**src/rtl/fp_to_int_convert_pkg.sv**
```systemverilog
// Shared FPU definitions for the float-to-integer path.
// Contents: rounding-mode enum, stage-1 operand classes, and format helpers
// (fraction width, exponent width, bias, saturated integer pattern) as functions of W.
package fp_to_int_convert_pkg;

  typedef enum logic [1:0] {
    RM_RN = 2'd0,  // nearest, ties to even
    RM_RZ = 2'd1,  // toward zero
    RM_RP = 2'd2,  // toward +inf
    RM_RM = 2'd3   // toward -inf
  } rmode_e;

  // Operand class decided in stage 1.
  typedef enum logic [1:0] {
    KindSmall = 2'd0,  // |x| < 1, including zero and subnormals
    KindNorm  = 2'd1,  // 1 <= |x| < 2^W, needs shifting and range check
    KindInv   = 2'd2   // NaN, infinity or certainly out of range
  } kind_e;

  function automatic int unsigned fp_fw(int unsigned w);
    return (w == 64) ? 52 : 23;
  endfunction

  function automatic int unsigned fp_ew(int unsigned w);
    return (w == 64) ? 11 : 8;
  endfunction

  function automatic int unsigned fp_bias(int unsigned w);
    return (1 << (fp_ew(w) - 1)) - 1;
  endfunction

  // Saturated result for invalid conversions: 2^(W-1)-1.
  function automatic logic [63:0] fp_int_invalid(int unsigned w);
    return (64'd1 << (w - 1)) - 64'd1;
  endfunction

endpackage

```
**src/rtl/fp_to_int_convert_if.sv**
```systemverilog
// Request/response bundle of the float-to-integer converter.
// Signals: en (launch), in (IEEE-754 operand), rmode, tag; out, out_valid, out_tag,
// invalid, and inexact when FP_TO_INT_FLAGS_EN is defined.
// Modports: master drives requests (FPU issue side), slave is the converter.
interface fp_to_int_convert_if
  import fp_to_int_convert_pkg::*;
#(
  parameter int unsigned W  = 32,
  parameter int unsigned TW = 6
);
  logic          en;
  logic [W-1:0]  in;
  rmode_e        rmode;
  logic [TW-1:0] tag;
  logic [W-1:0]  out;
  logic          out_valid;
  logic [TW-1:0] out_tag;
  logic          invalid;
`ifdef FP_TO_INT_FLAGS_EN
  logic          inexact;
`endif

  modport master (
`ifdef FP_TO_INT_FLAGS_EN
    input  inexact,
`endif
    output en, in, rmode, tag,
    input  out, out_valid, out_tag, invalid
  );

  modport slave (
`ifdef FP_TO_INT_FLAGS_EN
    output inexact,
`endif
    input  en, in, rmode, tag,
    output out, out_valid, out_tag, invalid
  );
endinterface

```
**src/rtl/fp_round_inc.sv**
```systemverilog
// Rounding-increment decision for IEEE-754 directed and nearest-even modes.
// Ports: i_sign (operand sign), i_lsb (kept lsb), i_g (guard), i_s (sticky),
// i_rmode (rounding mode) -> o_inc (add one to the magnitude). Purely combinational.
module fp_round_inc
  import fp_to_int_convert_pkg::*;
(
  input  logic   i_sign,
  input  logic   i_lsb,
  input  logic   i_g,
  input  logic   i_s,
  input  rmode_e i_rmode,
  output logic   o_inc
);
  always_comb begin
    o_inc = 1'b0;
    case (i_rmode)
      RM_RN:   o_inc = i_g & (i_s | i_lsb);
      RM_RZ:   o_inc = 1'b0;
      RM_RP:   o_inc = ~i_sign & (i_g | i_s);
      RM_RM:   o_inc = i_sign & (i_g | i_s);
      default: o_inc = 1'b0;
    endcase
  end
endmodule

```
**src/rtl/fp_to_int_convert.sv**
```systemverilog
// Two-stage float-to-signed-integer converter (cvt/trunc/round/ceil/floor).
// W=32: binary32 -> word, W=64: binary64 -> long. Latency 2, throughput 1/cycle.
// Ports: clk, reset (synchronous, active high), bus (slave modport of
// fp_to_int_convert_if carrying en/in/rmode/tag and out/out_valid/out_tag/invalid).
// Macro FP_TO_INT_FLAGS_EN adds the inexact flag output.
module fp_to_int_convert
  import fp_to_int_convert_pkg::*;
#(
  parameter int unsigned W  = 32,
  parameter int unsigned TW = 6
) (
  input logic                clk,
  input logic                reset,
  fp_to_int_convert_if.slave bus
);
  localparam int unsigned FW  = fp_fw(W);
  localparam int unsigned EW  = fp_ew(W);
  localparam int unsigned SW  = $clog2(W);
  localparam int unsigned FRW = W + FW;  // W integer bits over FW fraction bits
  localparam logic [EW-1:0] EXP_BIAS = EW'(fp_bias(W));
  localparam logic [EW-1:0] EXP_TOP  = EW'(fp_bias(W) + W - 1);  // e = W-1
  localparam logic [W:0]    MAG_LIM  = {2'b01, {(W - 1){1'b0}}};  // 2^(W-1)
  localparam logic [W-1:0]  INT_INVALID = W'(fp_int_invalid(W));

  // ---------------- Stage 1: unpack and classify ----------------
  logic          w_sign;
  logic [EW-1:0] w_exp;
  logic [FW-1:0] w_frac;
  kind_e         w_kind;
  logic [SW-1:0] w_shamt;
  logic          w_g_small;
  logic          w_s_small;

  always_comb begin
    w_sign    = bus.in[W-1];
    w_exp     = bus.in[W-2 -: EW];
    w_frac    = bus.in[FW-1:0];
    w_kind    = KindSmall;
    w_shamt   = '0;
    w_g_small = 1'b0;
    w_s_small = 1'b0;
    if (w_exp > EXP_TOP) begin
      // Also catches the all-ones exponent (inf/NaN).
      w_kind = KindInv;
    end else if (w_exp >= EXP_BIAS) begin
      w_kind  = KindNorm;
      w_shamt = SW'(w_exp - EXP_BIAS);
    end else if (w_exp == EXP_BIAS - EW'(1)) begin
      // 0.5 <= |x| < 1: hidden bit is the guard, fraction is sticky.
      w_g_small = 1'b1;
      w_s_small = |w_frac;
    end else if ((w_exp != '0) || (w_frac != '0)) begin
      // Below one half, including subnormals.
      w_s_small = 1'b1;
    end
  end

  logic          r1_valid;
  logic          r1_sign;
  kind_e         r1_kind;
  logic [SW-1:0] r1_shamt;
  logic [FW:0]   r1_mant;
  logic          r1_g_small;
  logic          r1_s_small;
  rmode_e        r1_rmode;
  logic [TW-1:0] r1_tag;

  // ---------------- Stage 2: shift, round, saturate ----------------
  // The mantissa sits with its hidden bit at weight 2^0; shifting left by e puts
  // the integer part in the top W bits and leaves FW fraction bits below.
  logic [FRW-1:0] w_frame;
  logic [W-1:0]   w_mag;
  logic           w_g;
  logic           w_s;
  logic           w_inc;
  logic [W:0]     w_sum;
  logic           w_ovf;
  logic [W-1:0]   w_res;

  always_comb begin
    w_frame = FRW'(r1_mant) << r1_shamt;
    if (r1_kind == KindNorm) begin
      w_mag = w_frame[FRW-1:FW];
      w_g   = w_frame[FW-1];
      w_s   = |w_frame[FW-2:0];
    end else begin
      w_mag = '0;
      w_g   = r1_g_small;
      w_s   = r1_s_small;
    end
  end

  fp_round_inc u_round_inc (
    .i_sign  (r1_sign),
    .i_lsb   (w_mag[0]),
    .i_g     (w_g),
    .i_s     (w_s),
    .i_rmode (r1_rmode),
    .o_inc   (w_inc)
  );

  always_comb begin
    w_sum = {1'b0, w_mag} + {{W{1'b0}}, w_inc};
    // Negative magnitudes may reach exactly 2^(W-1); positive ones may not.
    w_ovf = (r1_kind == KindInv) ||
            (r1_sign ? (w_sum > MAG_LIM) : (w_sum >= MAG_LIM));
    if (w_ovf) begin
      w_res = INT_INVALID;
    end else if (r1_sign) begin
      w_res = -w_sum[W-1:0];
    end else begin
      w_res = w_sum[W-1:0];
    end
  end

  logic          r_out_valid;
  logic [W-1:0]  r_out;
  logic [TW-1:0] r_out_tag;
  logic          r_invalid;
`ifdef FP_TO_INT_FLAGS_EN
  logic          r_inexact;
`endif

  always_ff @(posedge clk) begin
    if (reset) begin
      r1_valid    <= 1'b0;
      r_out_valid <= 1'b0;
      r_out       <= '0;
      r_out_tag   <= '0;
      r_invalid   <= 1'b0;
`ifdef FP_TO_INT_FLAGS_EN
      r_inexact   <= 1'b0;
`endif
    end else begin
      r1_valid    <= bus.en;
      r_out_valid <= r1_valid;
      if (bus.en) begin
        r1_sign    <= w_sign;
        r1_kind    <= w_kind;
        r1_shamt   <= w_shamt;
        r1_mant    <= {(w_exp != '0), w_frac};
        r1_g_small <= w_g_small;
        r1_s_small <= w_s_small;
        r1_rmode   <= bus.rmode;
        r1_tag     <= bus.tag;
      end
      if (r1_valid) begin
        r_out     <= w_res;
        r_out_tag <= r1_tag;
        r_invalid <= w_ovf;
`ifdef FP_TO_INT_FLAGS_EN
        r_inexact <= ~w_ovf & (w_g | w_s);
`endif
      end
    end
  end

  assign bus.out       = r_out;
  assign bus.out_valid = r_out_valid;
  assign bus.out_tag   = r_out_tag;
  assign bus.invalid   = r_invalid;
`ifdef FP_TO_INT_FLAGS_EN
  assign bus.inexact   = r_inexact;
`endif

endmodule

```
**src/flat_wrapper.sv**
```systemverilog
// flat-port wrapper written by rule: the top's interface ports become plain ports
module fp_to_int_convert_flat import fp_to_int_convert_pkg::*;
#(
  parameter int unsigned W  = 32,
  parameter int unsigned TW = 6
)
  (clk, reset, bus_en, bus_in, bus_rmode, bus_tag, bus_out, bus_out_valid, bus_out_tag, bus_invalid);
  fp_to_int_convert_if #(.W(W), .TW(TW)) bus_i ();
  input logic clk;
  input logic reset;
  input wire logic [$bits(bus_i.en)-1:0] bus_en;
  input wire logic [$bits(bus_i.in)-1:0] bus_in;
  input wire logic [$bits(bus_i.rmode)-1:0] bus_rmode;
  input wire logic [$bits(bus_i.tag)-1:0] bus_tag;
  output wire logic [$bits(bus_i.out)-1:0] bus_out;
  output wire logic [$bits(bus_i.out_valid)-1:0] bus_out_valid;
  output wire logic [$bits(bus_i.out_tag)-1:0] bus_out_tag;
  output wire logic [$bits(bus_i.invalid)-1:0] bus_invalid;
  assign bus_i.en = bus_en;
  assign bus_i.in = bus_in;
  assign bus_i.rmode = bus_rmode;
  assign bus_i.tag = bus_tag;
  assign bus_out = bus_i.out;
  assign bus_out_valid = bus_i.out_valid;
  assign bus_out_tag = bus_i.out_tag;
  assign bus_invalid = bus_i.invalid;
  fp_to_int_convert #(.W(W), .TW(TW)) u_core (.clk(clk), .reset(reset), .bus(bus_i));
endmodule
```
**config.mk**
```make
export PLATFORM = sky130hd
export DESIGN_NAME = fp_to_int_convert_flat
export DESIGN_NICKNAME = d
export VERILOG_FILES = /design/src/rtl/fp_to_int_convert_pkg.sv /design/src/rtl/fp_to_int_convert_if.sv /design/src/rtl/fp_round_inc.sv /design/src/rtl/fp_to_int_convert.sv /design/src/flat_wrapper.sv
export SDC_FILE = /design/constraint.sdc
export NUM_CORES = 1
export LEC_CHECK = 0
export CAP_MARGIN = 0
export CORE_MARGIN = 5
export CORE_UTILIZATION = 30
export DETAILED_ROUTE_END_ITERATION = 10
export PLACE_DENSITY = 0.45
export RECOVER_POWER = 50
export REMOVE_ABC_BUFFERS = 1
export SYNTH_ARGS = -nofsm -noshare
export SYNTH_HDL_FRONTEND = slang
export SYNTH_SLANG_ARGS = --single-unit
```
**constraint.sdc**
```tcl
create_clock -name clk -period 10.9 [get_ports clk]
set_input_delay 1.09 -clock clk [delete_from_list [all_inputs] [get_ports clk]]
set_output_delay 1.09 -clock clk [all_outputs]
set_load 0.03 [all_outputs]
```
; Yosys cells after proc, flatten, opt, wreduce, memory -nomap -nowiden
; Index checks and enable logic that the tools add are counted.
; Widths: inputs -> output; s select.
[op_classes]
n_eq_ne = 6
n_lt_le_gt_ge = 4
add_sub_neg = 3
reduce_logical = 10
shifts = 1
n_mux = 11
n_bitwise = 8
[op_table]
columns = cell, count
row1 = $mux 32, 3
row2 = $shl 24x5->55, 1
row3 = $add 32x1->33, 1
row4 = $ge 33x32->1 const B, 1
row5 = $gt 33x32->1 const B, 1
row6 = $neg 32->32, 1
row7 = $reduce_bool 23->1, 1
row8 = $reduce_or 23->1, 1
row9 = $reduce_or 22->1, 1
row10 = $eq 8x7->1 const B, 1
row11 = $ge 8x7->1 const B, 1
row12 = $gt 8x8->1 const B, 1
row13 = $reduce_bool 8->1, 1
row14 = $mux 1, 7
row15 = $eq 2x2->1 const B, 3
row16 = $sub 5x5->5 const B, 1
row17 = $eq 2x1->1 const B, 2
row18 = $pmux 1 s4, 1
row19 = $reduce_or 2->1, 2
row20 = $and 1x1->1, 3
row21 = $not 1->1, 3
row22 = $logic_not 2->1, 1
row23 = $logic_or 1x1->1, 2
row24 = $or 1x1->1, 2
row25 = $reduce_and 2->1, 1
[totals]
word_cells = 56
output_inout_bits = 40
regBits = 83
inputBits = 43

; Logic depth before layout (Yosys ltp)
; Gate-level depths: netlist (run 1).
[logic_depth]
word_depth = 11
mapped_depth = 28
ltp_nobuf = 23

; By module
; A second synthesis (run 1) with hierarchy kept.
[hier_totals]
hier_cells = 742
area_unflattened_um2 = 6746.5
[by_module_without_submodules]
columns = module, n_inst, cells_each, area_each_um2
row1 = fp_to_int_convert, 1, 737, 6711.4
row2 = fp_round_inc, 1, 5, 35.0

; Worst setup path after synthesis (run 1)
; Ideal clock, no wire load.
[synth_path]
path_type = flip-flop to flip-flop
start = register u_core.r1_shamt[0]
end = register u_core.r_out[21], in the netlist u_core.bus.out[21]
period_less_slack_ns = 5.571
path_slack_ns = 5.329
t_arrival_ns = 5.424
path_stages_with_launch = 26
n_path_buf = 3
setup_ns = 0.146
required_time_ns = 10.754
path_cell_list = edfxtp_1 -> buf_6 -> buf_12 -> buf_4 -> mux2_1 -> mux4_2 -> and2_1 -> nor4_1 -> nand4_1 -> nor4_1 -> a31oi_1 -> a31oi_1 -> o21ai_0 -> o21ai_0 -> a21oi_1 -> ha_1 -> ha_1 -> inv_1 -> a221o_2 -> nand3b_1 -> a2111oi_4 -> o211ai_2 -> or3_4 -> o41ai_1 -> xor2_1 -> a211oi_2
[synth_between]
elab_chain_len = 11
word_cells_on_any_way = 19
cone_classes = add/sub: 2 / order compare: 2 / shift: 1 / mux: 7 / bitwise: 5 / reduce/logical: 2
[synth_rtl]
columns = item, line
row1 = start: declaration, fp_to_int_convert.sv:61  ; logic [SW-1:0] r1_shamt;
row2 = start signal: assignment, fp_to_int_convert.sv:140  ; r1_shamt <= w_shamt;
row3 = $shl 24x5->55 *, fp_to_int_convert.sv:81  ; w_frame = FRW'(r1_mant) << r1_shamt;
row4 = $reduce_or 22->1, fp_to_int_convert.sv:85  ; w_s = |w_frame[FW-2:0];
row5 = $mux 1, fp_to_int_convert.sv:82  ; if (r1_kind == KindNorm) begin
row6 = $or 1x1->1 (on tied branches), "fp_round_inc.sv:19, fp_round_inc.sv:20, fp_round_inc.sv:17"
row7 = $and 1x1->1 (on tied branches), "fp_round_inc.sv:20, fp_round_inc.sv:17, fp_round_inc.sv:19"
row8 = $pmux 1 s4, fp_round_inc.sv:16  ; case (i_rmode)
row9 = $add 32x1->33 *, fp_to_int_convert.sv:103  ; w_sum = {1'b0, w_mag} + {{W{1'b0}}, w_inc};
row10 = $ge 33x32->1 / $gt 33x32->1 (equally long branches), fp_to_int_convert.sv:106  ; (r1_sign ? (w_sum > MAG_LIM) : (w_sum >= MAG_LIM));
row11 = $mux 1, fp_to_int_convert.sv:106
row12 = $logic_or 1x1->1, fp_to_int_convert.sv:105  ; w_ovf = (r1_kind == KindInv) ||
row13 = $mux 32 *, fp_to_int_convert.sv:107  ; if (w_ovf) begin
row14 = end signal: assignment, fp_to_int_convert.sv:148  ; r_out <= w_res;
row15 = end: declaration, fp_to_int_convert.sv:117  ; logic [W-1:0] r_out;
; Mark *: on every way between the ends. The rest lies on a longest branch, timed or not.
; A chain may end at the register's enable or synchronous reset.

; Worst setup path after layout (run 1)
[layout_path]
start = register u_core.r1_shamt[0]
end = register u_core.r_out[30], in the netlist u_core.bus.out[30]
; Same word-level chain as after synthesis.

==> results of run 1 <==
## per-stage QoR
| stage | hold slack, ns | total power (W) | setup WS, ns | util [%] | cells |
|---|---|---|---|---|---|
| after floorplan | 0.457 | 0.000615 | 4.17 | - | 670 |
| after global placement | 0.468 | 0.000734 | 4.20 | 34.8 | 1044 |
| after detailed placement | 0.470 | 0.000737 | 4.03 | 34.8 | 1044 |
| after CTS | 0.484 | 0.00105 | 4.04 | 36.1 | 1060 |
| after global routing | 0.518 | 0.00109 | 3.29 | 36.1 | 1060 |
| final | 0.481 | 0.00104 | 3.93 | 36.1 | 1060 |
## final cells by class
class                           instances  area [um2]  share of cell area [%]
Timing Repair Buffer                   89         863                    10.6
Clock buffer                            9         225                    2.76
Clock inverter                          7        65.1                   0.797
Sequential cell                        83        2080                    25.5
Multi-Input combinational cell        568        4500                    55.1
Tap cell                              285         357                    4.37
Inverter                               19        71.3                   0.873
## registers in the layout (all words and copies together), names as in the netlist
name                  flops
u_core.r1_s_small         1
u_core.r1_mant           24
u_core.r1_rmode           2
u_core.bus.out           32
u_core.bus.invalid        1
u_core.r1_valid           1
u_core.r1_g_small         1
u_core.bus.out_tag        6
u_core.r1_tag             6
u_core.bus.out_valid      1
u_core.r1_kind            2
u_core.r1_shamt           5
u_core.r1_sign            1
## worst max path at each step
stage | from | to | slack [ns]
2_1_floorplan | u_core.r1_shamt[0] | u_core.bus.out[30] | 4.17
3_3_place_gp | u_core.r1_shamt[2] | u_core.bus.out[30] | 4.20
3_5_place_dp | u_core.r1_shamt[0] | u_core.bus.out[30] | 4.03
4_1_cts | u_core.r1_shamt[0] | u_core.bus.out[30] | 4.04
5_1_grt | u_core.r1_shamt[2] | u_core.bus.out[14] | 3.29
6_report | u_core.r1_shamt[0] | u_core.bus.out[30] | 3.93
## logic make-up after synthesis
kind of cell	synth area share, %
simple gates	21.6
compound gates	20.2
flops	30.1
mux	15.3
buf+inv	4.75
xor+xnor	6.94
fa+ha+maj	1.09
## report_power, final
group | total [W] | switching, W | internal, W | leakage [nW]
clock | 0.000313 | 0.000152 | 0.000161 | 0.142
sequential | 0.000368 | 0.0000167 | 0.000351 | 0.727
combinational | 0.000357 | 0.000222 | 0.000136 | 2.09
total | 0.00104 | 0.000390 | 0.000648 | 2.96
## synth_stat cells (5+ instances only)
master	count	area [um2]
mux2_2	16	180
nand2b_1	9	56.3
a21oi_1	17	85.1
nor3_1	15	75.1
edfxtp_1	42	1260
and3_1	6	37.5
or3_1	5	31.3
nand4_1	6	37.5
buf_2	9	45.0
o21ai_0	32	160
inv_1	16	60.1
nand2_1	48	180
mux2i_1	33	330
nor2_1	73	274
mux4_2	22	495
a22oi_1	8	60.1
nor2b_1	10	62.6
and2_1	12	75.1
a31oi_1	10	62.6
o31ai_1	5	37.5
a211oi_1	5	37.5
buf_6	5	56.3
nor4_1	17	106
dfxtp_1	41	821
a211oi_2	28	350
ha_1	6	75.1
clkbuf_1	26	97.6
xor2_1	29	254
xnor2_1	22	193
nand3_1	29	145
## worst max-delay path: stages (launching register included)
cell       delay (ns)
edfxtp_1         0.32
buf_4            0.54
mux2_1           0.40
mux4_2           0.57
and2_1           0.20
nor4_1           0.27
nand4_1          0.13
nor4_1           0.31
a31oi_1          0.15
a31oi_1          0.28
o21ai_0          0.15
o21ai_0          0.19
a21oi_1          0.09
ha_1             0.20
ha_1             0.28
inv_1            0.12
a221o_2          0.18
nand3b_1         0.14
a2111oi_4        0.37
o211ai_2         0.20
nor4_4           0.37
nand3_4          0.20
nor3_2           0.16
o21a_2           0.72
a311oi_1         0.19
## metal layers
layer / GRT usage, % / vias to the layer above / routed length [um]
li1: - / 2848 / -
met5: 0 / - / 0
met1: 22.7 / 2859 / 9850
met2: 27.3 / 196 / 10400
met4: 4.54 / 0 / 395
met3: 3.32 / 33 / 1220
==> results.json, run 1 <==
{
  "worst_skew_pair.late_latency_ns": 0.36,
  "viasPerCell": 5.60,
  "core-area_mm2": 0.0226,
  "syn_avg_cell_area_um2": 9.62,
  "fillers": 2274,
  "grt_max_degree": 47,
  "ys_ff_latch": 83,
  "worst_slew_pin_slew_ns": 2.45,
  "peakVddDrop_mv": 0.0572,
  "wl_um": 21800,
  "worstPathArrival_ns": 7.10,
  "r2r_end": "u_core.bus.out[30]",
  "ctsHoldBuffers": 0,
  "detail_route.iter0.violations": 321,
  "crit_type": "reg -> reg",
  "clock-sinks": 83,
  "start_kind": "flop",
  "antennaDiodeCount": 0,
  "hp-class": "reg -> reg",
  "ioPinCount": 83,
  "violations": "capacitance limit, slew limit",
  "rows": 55,
  "period_needed_ns": 6.97,
  "syn_inst": 718,
  "min_period_over_period_pct": 64.0,
  "yosysSeqAreaShare_pct": 30.1,
  "ant_nets": 0,
  "vias": 5936,
  "setup_viol": 0,
  "yosysUniqueCellTypes": 103,
  "synth-main-ff-cell": "edfxtp_1",
  "drcViolationCount": 0,
  "wl_per_cell_um": 20.6,
  "path_max_fanout": 46,
  "regToRegStartpoint": "u_core.r1_shamt[0]",
  "io_buffers": 82,
  "final_common_cell": "nor2_1",
  "async_flop_share_pct": 0,
  "die_h_um": 162,
  "fin_nets": 819,
  "grt_pass1_wl_um": 34800,
  "syn2layout_area_growth_pct": 18.3,
  "grt_pass1_vias": 5934,
  "most-common-layout-cells": "nor2_1 (73), dlygate4sd3_1 (71), nand2_1 (48), edfxtp_1 (42), dfxtp_1 (41)",
  "power_density_mw_per_mm2": 127,
  "rsz0062_at_grt": "false",
  "leakage_nw": 2.96,
  "whs_path_depth": 2,
  "htreeDepth": 3,
  "status": "finished with violations",
  "maxCapViolCount": 1,
  "fmax_ghz": 0.143,
  "die_w_um": 162,
  "overflow": 0,
  "reg2reg_depth": 24,
  "initial_core_util_pct": 30.5,
  "holdPathEnd": "u_core.bus.invalid",
  "finClkSkew_ns": 0.0113,
  "ys.warnings.count": 0,
  "hp-start": "u_core.bus.invalid",
  "antenna_found_initial": 0,
  "cp.required_ns": 11.02,
  "end_kind": "flop",
  "gp_congestion": 0.947,
  "cts_setup_buffers": 0,
  "r2r_slack_ns": 3.93,
  "stdcell_area_mm2": 0.00817,
  "slew_violations": 43,
  "dr.pass1.iters": 5,
  "grtUsageTotal_pct": 16.7,
  "slew_headroom_pct": -63.1,
  "die_area_mm2": 0.0262,
  "cts_root_buf": "clkbuf_16",
  "synth_area_mm2": 0.00691,
  "cts_tree": "yes",
  "timing.setup.tns_ns": 0,
  "dp_hpwl_um": 16700,
  "clk_pin_slew_ns": 0.08,
  "clk_path_buf_depth": 2,
  "hold_violations": 0,
  "numCtsBuffers": 9,
  "cts.repair.resized": 0,
  "placed_area_mm2": 0.00788,
  "drive_gt1_share_pct": 16.4,
  "synth_edf_count": 42
}
No activity file was read; power rests on OpenSTA's default activity.
==> run 2, diff against run 1 <==
--- a/config.mk
+++ b/config.mk
@@ -9,7 +9,7 @@
 export CORE_MARGIN = 5
 export CORE_UTILIZATION = 30
 export DETAILED_ROUTE_END_ITERATION = 10
-export PLACE_DENSITY = 0.45
+export PLACE_DENSITY = 0.47
 export RECOVER_POWER = 50
 export REMOVE_ABC_BUFFERS = 1
 export SYNTH_ARGS = -nofsm -noshare
==> constraint.sdc (replaced) <==
create_clock -name clk -period 6.1 [get_ports clk]
set_input_delay 0.61 -clock clk [delete_from_list [all_inputs] [get_ports clk]]
set_output_delay 0.61 -clock clk [all_outputs]
set_load 0.03 [all_outputs]
==> run 2 against run 1 <==
Effect of this change: the run now ends clean; combinational power increased by 90%; worst setup slack got worse by 3.5 ns; power increased by 82%; critical path depth increased by 1; cell area increased by 4.4%; fmax increased by 23%; register-to-register slack got worse by 3.5 ns; cell count increased by 3.3%; core utilization increased by 1.6 points; critical endpoint is now u_core.bus.out[31]; first-iteration DRC count increased by 53%; die area unchanged; count of clock-buffer cells in the layout unchanged.
==> results.json, run 2 (same netlist as run 1, synthesis figures left out) <==
{
  "period_needed_ns": 5.67,
  "placed_area_mm2": 0.00810,
  "most-common-layout-cells": "nor2_1 (73), dlygate4sd3_1 (71), nand2_1 (47), edfxtp_1 (42), dfxtp_1 (41)",
  "grt_pass1_wl_um": 35200,
  "die_area_mm2": 0.0262,
  "power_density_mw_per_mm2": 222,
  "setup_viol": 0,
  "fin_nets": 854,
  "initial_core_util_pct": 30.5,
  "maxCapViolCount": 0,
  "cts_root_buf": "clkbuf_16",
  "p_switching_w": 0.000705,
  "min_period_over_period_pct": 93.0,
  "die_h_um": 162,
  "largest_register_ffs": 32,
  "grt_pass1_vias": 6263,
  "rows": 55,
  "antennaDiodeCount": 0,
  "wl_um": 22500,
  "p_sw_share_pct": 37.3,
  "path_max_fanout": 7,
  "drcViolationCount": 0,
  "end_kind": "flop",
  "seqCellArea_mm2": 0.00208,
  "ant_nets": 0,
  "detail_route.iter0.violations": 492,
  "viasPerCell": 5.64,
  "start_kind": "flop",
  "hold_violations": 0,
  "dr.pass1.iters": 6,
  "ioPinCount": 83,
  "dp_hpwl_um": 17200,
  "clock-sinks": 83,
  "power.internal_w": 0.00119,
  "status": "finished, final reports clean",
  "fillers": 2320,
  "power_frac_clock_pct": 29.4,
  "gp_congestion": 0.940,
  "clk_path_buf_depth": 2,
  "worst_slew_pin_slew_ns": 1.21,
  "finClkSkew_ns": 0.00899,
  "grt_max_degree": 43,
  "rsz0062_at_grt": "false",
  "multi_input_area_mm2": 0.00455,
  "numCtsBuffers": 9,
  "stdcell_area_mm2": 0.00852,
  "leakage_nw": 3.18,
  "worst_skew_pair.late_latency_ns": 0.35,
  "vias": 6177,
  "overflow": 0,
  "die_w_um": 162,
  "slew_violations": 0,
  "io_buffers": 82,
  "post-route-util_pct": 37.6,
  "cts_tree": "yes",
  "htreeDepth": 3,
  "p_seq_share_pct": 34.8,
  "clk_pin_slew_ns": 0.07,
  "drive_gt1_share_pct": 21.4,
  "crit_type": "reg -> reg",
  "syn2layout_area_growth_pct": 23.4,
  "grtUsageTotal_pct": 16.9,
  "antenna_found_initial": 0,
  "peakVddDrop_mv": 0.102,
  "comb_power_share_pct": 35.8,
  "slew_headroom_pct": 19.3,
  "worstPathArrival_ns": 5.89,
  "core-area_mm2": 0.0226,
  "final_common_cell": "nor2_1",
  "cp.required_ns": 6.31,
  "fmax_ghz": 0.176,
  "hp-class": "reg -> reg",
  "wl_per_cell_um": 20.6
}
==> run 2: cell types whose count changed in the layout (fill, tap and decap cells not counted), moves of 2 or more <==
cell,delta
buf_4,+33
buf_12,+2
nor4_1,-2
nor4_2,+2
and3b_1,-2
and3b_2,+2
==> run 2: cell type report <==
cell class                 count  area share [%]
sequential                    83            24.4
multi-input combinational    568            53.4
timing repair buffer         124            13.8
inverter                      19           0.837
clock buffer                   9            2.64
tap                          285            4.18
clock inverter                 7           0.763
==> run 2: path summary, 6_finish.rpt <==
path	depth (start not counted)	slack, ns	end	from
worst min register to register	2	0.48	u_core.bus.invalid	u_core.bus.invalid
worst min-delay path	2	0.48	u_core.bus.invalid	u_core.bus.invalid
worst max register to register	25	0.43	u_core.bus.out[31]	u_core.r1_shamt[0]
worst max-delay path	25	0.43	u_core.bus.out[31]	u_core.r1_shamt[0]
==> run 2: through the flow <==
stage	setup slack, ns	hold slack, ns	setup TNS [ns]	total power, W	instances
after global placement	0.469	0.464	0	0.00134	1070
final	0.426	0.477	0	0.00189	1095
after floorplan	-0.630	0.457	-19.12	0.00110	670
after global routing	0.0342	0.513	0	0.00199	1095
after detailed placement	0.234	0.470	0	0.00134	1070
after CTS	0.201	0.484	0	0.00190	1086
==> run 2: per-layer routing <==
layer,vias up,routed length [um],track usage [%]
met5,-,0,0
met4,0,584,5.15
met3,40,1300,2.97
met2,248,10600,28.1
met1,2982,10100,22.6
li1,2907,-,-
==> run 2: power by group through the flow <==
| stage | Combinational [W] | Sequential (W) | Clock (W) |
|---|---|---|---|
| finish | 0.000677 | 0.000657 | 0.000556 |
| global route | 0.000730 | 0.000663 | 0.000596 |
| CTS | 0.000670 | 0.000659 | 0.000575 |
| detailed placement | 0.000666 | 0.000671 | 0 |
| global placement | 0.000666 | 0.000670 | 0 |
| floorplan | 0.000376 | 0.000722 | 0 |
==> run 2: worst max-delay path, stage by stage (launching register included) <==
cell and delay [ns]:
edfxtp_1 0.45, buf_4 0.17, mux2_1 0.31, mux4_2 0.50
and2_1 0.19, nor4_2 0.27, nand4_1 0.15, nor4_2 0.32
a31oi_1 0.13, a31oi_1 0.20, o21ai_0 0.14, o21ai_1 0.16
a21oi_1 0.10, ha_1 0.20, ha_1 0.19, inv_1 0.08
a221o_2 0.18, and3b_2 0.29, nor2_1 0.15, a2bb2oi_1 0.11
and3b_2 0.31, nand2_2 0.15, buf_4 0.19, nor3b_2 0.20
mux2i_2 0.27, o32ai_1 0.10
==> run 2: what timing repair did <==
action	4_1_cts	5_1_grt
hold buffers	0	0
endpoints found under the setup margin	0	33
setup buffers	0	8
gates resized for setup	0	12
endpoints found under the hold margin	0	0
